--- src/rtl/fetch_stage.sv ---
// Instruction fetch stage: PC, single-outstanding I-mem requests, 2-entry return queue, DE latch.
// Optional FETCH_BUBBLE_CNT_EN adds BUBBLE_CNT, counting DE loads that leave DE_V low.
module fetch_stage #(
    parameter logic [63:0] RESET_PC = 64'h0
) (
    input  logic        CLK,
    input  logic        RESET,
    input  logic        V_MEM_STALL,
    input  logic        V_DE_BR_STALL,
    input  logic        BR_RESOLVE_V,
    input  logic        BR_TAKEN,
    input  logic [63:0] BR_TARGET,
    input  logic        TRAP_V,
    input  logic [63:0] TRAP_PC,
    output logic        IMEM_REQ,
    output logic [63:0] IMEM_ADDR,
    input  logic        IMEM_GNT,
    input  logic        IMEM_RVALID,
    input  logic [31:0] IMEM_RDATA,
    output logic [63:0] DE_NPC,
    output logic [31:0] DE_IR,
    output logic        DE_V
`ifdef FETCH_BUBBLE_CNT_EN
    ,
    output logic [63:0] BUBBLE_CNT
`endif
);
    typedef enum logic {FETCH, BR_WAIT} state_t;

    state_t      state, state_next;
    logic [63:0] pc, req_npc, fallthrough;
    logic        outstanding, discard;
    logic [63:0] q_npc [2];
    logic [31:0] q_ir  [2];
    logic        rd_ptr, wr_ptr;
    logic [1:0]  count, count_next;
    logic        redirect, br_detect, grant, resp_done, push, pop;

    always_comb begin
        redirect   = TRAP_V || BR_RESOLVE_V;
        br_detect  = DE_V && V_DE_BR_STALL && (state == FETCH) && !redirect;
        grant      = IMEM_REQ && IMEM_GNT;
        resp_done  = IMEM_RVALID && outstanding;
        push       = resp_done && !discard && !redirect && !br_detect;
        pop        = !V_MEM_STALL && (state == FETCH) && (count != 2'd0) && !redirect && !br_detect;
        count_next = count + {1'b0, push} - {1'b0, pop};
    end

    always_ff @(posedge CLK) begin
        if (RESET)
            state <= FETCH;
        else
            state <= state_next;
    end

    always_comb begin
        state_next = state;
        if (redirect)
            state_next = FETCH;
        else if (br_detect)
            state_next = BR_WAIT;
    end

    always_comb begin
        IMEM_REQ  = !RESET && (state == FETCH) && !outstanding && (count != 2'd2) && !redirect;
        IMEM_ADDR = pc;
    end

    always_ff @(posedge CLK) begin
        if (push) begin
            q_npc[wr_ptr] <= req_npc;
            q_ir[wr_ptr]  <= IMEM_RDATA;
        end
    end

    always_ff @(posedge CLK) begin
        if (RESET) begin
            pc          <= RESET_PC;
            req_npc     <= '0;
            fallthrough <= '0;
            outstanding <= 1'b0;
            discard     <= 1'b0;
            rd_ptr      <= 1'b0;
            wr_ptr      <= 1'b0;
            count       <= '0;
            DE_NPC      <= '0;
            DE_IR       <= '0;
            DE_V        <= 1'b0;
        end else begin
            count <= count_next;
            if (resp_done) begin
                outstanding <= 1'b0;
                discard     <= 1'b0;
            end
            if (grant) begin
                pc          <= pc + 64'd4;
                req_npc     <= pc + 64'd4;
                outstanding <= 1'b1;
            end
            if (push)
                wr_ptr <= !wr_ptr;
            if (pop)
                rd_ptr <= !rd_ptr;
            if (!V_MEM_STALL) begin
                DE_V <= pop;
                if (pop) begin
                    DE_NPC <= q_npc[rd_ptr];
                    DE_IR  <= q_ir[rd_ptr];
                end
            end
            if (redirect || br_detect) begin
                count  <= '0;
                rd_ptr <= 1'b0;
                wr_ptr <= 1'b0;
            end
            // A response landing in the redirect cycle is already dropped, so only a
            // still-pending one (or one granted while a branch is detected) needs discard.
            if (TRAP_V) begin
                pc      <= TRAP_PC;
                discard <= outstanding && !IMEM_RVALID;
                DE_V    <= 1'b0;
            end else if (BR_RESOLVE_V) begin
                pc      <= BR_TAKEN ? BR_TARGET : fallthrough;
                discard <= outstanding && !IMEM_RVALID;
            end else if (br_detect) begin
                fallthrough <= DE_NPC;
                discard     <= (outstanding && !IMEM_RVALID) || grant;
            end
        end
    end

`ifdef FETCH_BUBBLE_CNT_EN
    always_ff @(posedge CLK) begin
        if (RESET)
            BUBBLE_CNT <= '0;
        else if (!V_MEM_STALL && !pop)
            BUBBLE_CNT <= BUBBLE_CNT + 64'd1;
    end
`endif

endmodule

--- config.mk ---
export PLATFORM = sky130hd
export DESIGN_NAME = fetch_stage
export DESIGN_NICKNAME = d
export VERILOG_FILES = /design/src/rtl/fetch_stage.sv
export SDC_FILE = /design/constraint.sdc
export NUM_CORES = 1
export LEC_CHECK = 0
export BUFFER_PORTS_ARGS = -buffer_cell sky130_fd_sc_hd__buf_4
export CORE_UTILIZATION = 55
export CTS_CLUSTER_DIAMETER = 100
export DETAILED_ROUTE_END_ITERATION = 6
export PLACE_DENSITY = 0.84
export RECOVER_POWER = 25
export SKIP_CTS_REPAIR_TIMING = 1
export SKIP_LAST_GASP = 1
export SLEW_MARGIN = 20
export SYNTH_ARGS = -nofsm -noshare
export SYNTH_HDL_FRONTEND = slang
export SYNTH_SLANG_ARGS = --single-unit
--- constraint.sdc ---
create_clock -name CLK -period 7.3 [get_ports CLK]
set_input_delay 0 -clock CLK [delete_from_list [all_inputs] [get_ports CLK]]
set_output_delay 0 -clock CLK [all_outputs]
set_load 0.02 [all_outputs]
-- Word level (Yosys, flattened, before mapping)
Memory sizes are Yosys's and may differ from the RTL's. A register that Yosys moved wholly into a read port is not among the register bits.
Cells that the tools add are included.
- bits in read-only memories: 0
- word-level logic and storage cells: 69
- flip-flop bits (word level): 200
- memories kept: 2
- output and inout bits: 162
- latch bits: 0
- bits in writable memories: 192
- bits of input ports: 169
- bitwise operators: 4
- shifts and indexed selects: 0
- mux-type cells: 11
- div/mod/pow operators: 0
- $mul: 0
- order comparisons: 0
- add/sub/neg operators: 3
- reduce and logical (&&, ||, !) cells: 38
- equality and inequality tests: 1
- memories (memory ; words ; width ; read ports ; clocked after Yosys merged registers in ; write ports ; line ; text):
    q_npc ; 2 ; 64 ; 1 ; 1 ; 1 ; 33 ; logic [63:0] q_npc [2];
    q_ir ; 2 ; 32 ; 1 ; 1 ; 1 ; 34 ; logic [31:0] q_ir [2];
- operator list (cell ; count):
    64-bit 2-to-1 mux ; 4
    64-bit by 3-bit adder with 64-bit output (second input constant) ; 1
    1-bit logical AND ; 17
    1-bit logical NOT ; 9
    1-bit 2-to-1 mux ; 7
    2-bit OR reduction ; 3
    1-bit NOT ; 4
    2-bit nonzero test ; 2
    4-bit nonzero test ; 1
    1-bit logical OR ; 3
    3-bit AND reduction ; 1
    3-bit nonzero test ; 1
    2-bit by 1-bit adder with 2-bit output ; 1
    2-bit inequality test (second input constant) ; 1
    2-bit AND reduction ; 1
    2-bit by 1-bit subtractor with 2-bit output ; 1

-- Logic depth before layout (Yosys ltp)
- depth after elaboration: 10
- depth in mapped cells: 11
- depth with buffers taken out: 10

-- Least setup slack after synthesis
Ideal clock, no wire load.
- path kind: register -> register
- start point: register DE_V
- end point: memory q_ir[0][0] (enable)
- buffers on the path: 0
- period minus slack after synthesis: 5.600 ns
- data required time: 6.749 ns
- setup slack: 1.700 ns
- stages on the path, launching flop included: 6
- data arrival time: 5.049 ns
- library setup time: 0.551 ns
- cells stage by stage: dfxtp_1 > nand3b_1 > nand2_1 > nor3_1 > inv_1 > nor2_1
- word-level cells in the longest chain between the ends: 7
- RTL lines (item ; line ; text):
    start, declared ; 22 ; output logic DE_V
    start signal, assigned ; 105 ; DE_V <= pop;
    1-bit logical AND (3 in series) ; 41 ; br_detect = DE_V && V_DE_BR_STALL && (state == FETCH) && !redirect;
    1-bit logical NOT ; 44 ; push = resp_done && !discard && !redirect && !br_detect;
    1-bit logical AND ; 44 ;
    1-bit 2-to-1 mux ; 70 ; if (push) begin
    1-bit 2-to-1 mux (not written as such) ; 72 ; q_ir[wr_ptr] <= IMEM_RDATA;
    end, declared ; 34 ;
Every way passes these cells.

-- Final worst setup path
- start point: register pc[2] (netlist: IMEM_ADDR[2])
- end point: register req_npc[54]
- word-level cells in the longest chain between the ends: 1
- RTL lines (item ; line ; text):
    start, declared ; 31 ; logic [63:0] pc, req_npc, fallthrough;
    start signal, assigned ; 96 ; pc <= pc + 64'd4;
    start signal, assigned ; 123 ; pc <= BR_TAKEN ? BR_TARGET : fallthrough;
    64-bit by 3-bit adder with 64-bit output ; 97 ; req_npc <= pc + 64'd4;
    end signal, assigned ; 97 ;
    end, declared ; 31 ;
Every way passes these cells.
A chain may end at the register's enable or synchronous reset.

==> impl_metrics.csv <==
group,metric,value,unit
timing,relSlewSlack,20.0,%
pwr,power,5960,uW
die,die_h,198,um
synthesis,synth.top_cell.area_share,28.1,%
pwr,p_leak,0.00885,uW
synthesis,yosysWarnings,0,
clocking,clk_pin_slew_worst_paths,60,ps
timing,grt_setup_unrepaired,"no",
clocking,cts.sinks,488,
die,die-area,39100,um^2
timing,finalHoldViolations,13,
pwr,irDropWorstVdd,257,uV
worst_setup_path,cp.required,7780,ps
clocking,cts_htree_levels,2,
worst_setup_path,cp.depth,7,
worst_hold_path,hp-class,"in -> reg",
layout,drive_gt1_share,19.0,%
worst_setup_path,setup.worst_path.end_class,"register",
global_route,grt_use_total,31.7,%
synthesis,postSynthAreaPerCell,10.1,um^2
worst_hold_path,min_to,"IMEM_ADDR[30]",
drt,routed_wl,66000,um
worst_hold_path,hold_depth,3,
drt,postRouteAntennaNets,0,
run,cap_violations,0,
worst_setup_path,worstPathCellList,"ha_1 > nand3_1 > nor3_2 > nand4_1 > buf_6 > or4_1 > a311oi_1",
timing,max_freq,0.255,GHz
synthesis,yosys-top-cells-area,"dfxtp_1, edfxtp_1, mux2i_1",
drt,drc,0,
drt,avgRoutedWirePerCell,22.3,um
synthesis,syn_inst,2083,
status,violations,"hold timing",
clocking,cts_tree,"built",
synthesis,synth_seq_cells,488,
timing,tightest_slew,1190,ps
die,io_pins,331,
place,gp_congestion,0.938,
clocking,clkLatencyLatePin,590,ps
layout,area_growth,24.4,%
synthesis,synth_mux_area_share,7.95,%
worst_setup_path,r2r_start,"IMEM_ADDR[2]",
drt,vias,18400,
clocking,numCtsBuffers,50,
layout,final_cells,2955,
worst_setup_path,crit_family,"simple AND/OR/NAND/NOR gates",
die,placementRows,71,
die,start_util,56.0,%
worst_setup_path,slowest_stage,"nor3_2",
synthesis,synth_top_family_by_area,"simple AND/OR/NAND/NOR gates",
worst_setup_path,worstReg2RegEnd,"req_npc[54]",
drt,via_per_inst,6.23,
synthesis,synth.distinct_cells,63,
synthesis,async_flop_share,0,%
clocking,clockBufferDepth,3,
die,die_w,198,um
place,hpwl,42100,um
global_route,grt_max_degree,168,
synthesis,synth-xor-area-share,1.75,%
worst_setup_path,crit_buf_inv,1,
synthesis,synth-main-ff-cell,"dfxtp_1",
synthesis,netlist_area,21100,um^2
layout,layout.nets,2572,
synthesis,synth_edf_count,192,
worst_setup_path,path_max_fanout,15,
worst_setup_path,slowest_delay,850,ps
timing,finalSetupTns,0,ps
synthesis,synth_compound_area_share,14.9,%
layout,multi_input_area,8700,um^2
drt,drt_iter0_markers,2009,
synthesis,yosysSeqAreaShare,55.5,%
global_route,grt-ovfl-total,0,
place,placed_cells,2777,
place,dpl-instance-area,23800,um^2
place,io_buffers,330,
timing,drv_slew,0,
worst_hold_path,hp-start,"TRAP_PC[30]",
worst_setup_path,crit_type,"reg -> reg",
global_route,antenna_found_initial,3,
layout,fill_cells,2721,
pwr,powerDensity,227,nW/um^2
timing,worst_slack,3370,ps
timing,hold_ws,-76.2,ps
global_route,grt_pass1_vias,17200,
synthesis,yosys.area_share.simple,16.2,%
layout,regArea,11700,um^2
drt,dr.pass1.iters,6,
status,status,"complete, but fails checks",
timing,skew,18.9,ps
die,core_area,37700,um^2
worst_setup_path,cp-start-kind,"register",
synthesis,yosysTopAreaCell,"dfxtp_1",
place,preCtsSetupSlack,3260,ps
synthesis,synth_adder_area_share,0.178,%
worst_setup_path,ff2ff_setup_slack,3370,ps
worst_setup_path,arrival,4410,ps
timing,setup_viol,0,
timing,period_share,53.8,%
worst_setup_path,worst-r2r-cell-count,7,
global_route,grt_pass1_wl,95500,um
timing,period_needed,3930,ps
clocking,cts_root_buf,"clkbuf_16",
synthesis,synthesis.nets,2255,
layout,stdcell_area,26200,um^2
## state kept, by name, indices dropped and copies added, names as in the netlist
| register | cells |
|---|---|
| DE_IR | 32 |
| DE_NPC | 64 |
| DE_V | 1 |
| IMEM_ADDR | 64 |
| count | 2 |
| discard | 1 |
| fallthrough | 64 |
| outstanding | 1 |
| q_ir | 64 |
| q_npc | 128 |
| rd_ptr | 1 |
| req_npc | 64 |
| state | 1 |
| wr_ptr | 1 |
## logic make-up (layout without fill, tap and decap cells)
kind of cell             after synthesis  count (layout)
flip-flops                           488             488
multiplexers                         164             164
other                                  0               2
AND/OR/NAND/NOR                      728             728
buffers and inverters                194             553
adder cells (fa/ha/maj)                3               3
AO/OA/AOI/OAI                        464             464
XOR/XNOR                              42              42
## area by class of cell
type | count | share of cell area [%]
inverter | 23 | 0.329
tap | 511 | 2.44
antenna | 2 | 0.0191
clock buffer | 68 | 5.46
sequential | 488 | 44.6
multi-input combinational | 1401 | 33.2
clock inverter | 26 | 1.00
timing repair buffer | 436 | 13.0
## cell usage after synthesis, drive strengths merged, types with 24 or more instances
| library cell | instances |
|---|---|
| mux2 | 27 |
| nand2 | 222 |
| or3 | 24 |
| nor3 | 42 |
| a21oi | 121 |
| edfxtp | 192 |
| clkbuf | 141 |
| o21ai | 62 |
| nand3 | 60 |
| a211oi | 149 |
| buf | 30 |
| xnor2 | 25 |
| nand4 | 34 |
| dfxtp | 296 |
| nor4 | 42 |
| mux2i | 137 |
| nor2 | 220 |
## metrics by stage
stage	utilization, %	hold WS [ps]
after detailed placement	63.2	189
after floorplan	-	98.9
final	69.6	-76.2
after CTS	67.7	-423
after global routing	69.6	4.82
after global placement	63.2	186
## per-layer routing
metal | global-route usage, % | share of wire (%) | vias to the layer above
met3 | 8.33 | 10 | 200
met5 | 0 | 0 | -
li1 | - | - | 8373
met1 | 39.3 | 39 | 8767
met4 | 15.9 | 4.4 | 0
met2 | 51.0 | 46 | 1055
## worst max path at each step
stage                            start     endpoint  slack [ps]
after global placement    IMEM_ADDR[2]  req_npc[54]        3530
after CTS                 IMEM_ADDR[2]  req_npc[54]        3210
after global routing      IMEM_ADDR[2]  req_npc[54]        3230
after floorplan                   DE_V   q_ir[0][0]        1700
after detailed placement  IMEM_ADDR[2]  req_npc[54]        3260
final                     IMEM_ADDR[2]  req_npc[54]        3370
## power breakdown
| group | leakage, uW | total (uW) | internal, uW | switching (uW) |
|---|---|---|---|---|
| clock network | 0.000829 | 2630 | 1550 | 1080 |
| registers | 0.00400 | 2900 | 2850 | 50.2 |
| logic | 0.00402 | 428 | 191 | 237 |
| total | 0.00885 | 5960 | 4600 | 1370 |
## placed cells by master, fill, tap and decap left out, types with 27 or more instances in the layout
master,instances
nand2_1,222
nor4_1,39
clkbuf_1,35
a21oi_1,121
edfxtp_1,192
dfxtp_1,295
nand4_1,32
a211oi_1,149
nor2_1,217
nor3_1,39
o21ai_0,62
mux2_2,27
clkbuf_16,53
dlygate4sd3_1,81
nand3_1,60
buf_4,302
mux2i_1,137
## tightest hold or removal path, delay by kind of cell
| kind | cells | cell delay, ps |
|---|---|---|
| AO/OA/AOI/OAI | 2 | 370 |
| buffers and inverters | 1 | 80 |
(Power assumes the default switching activity.)
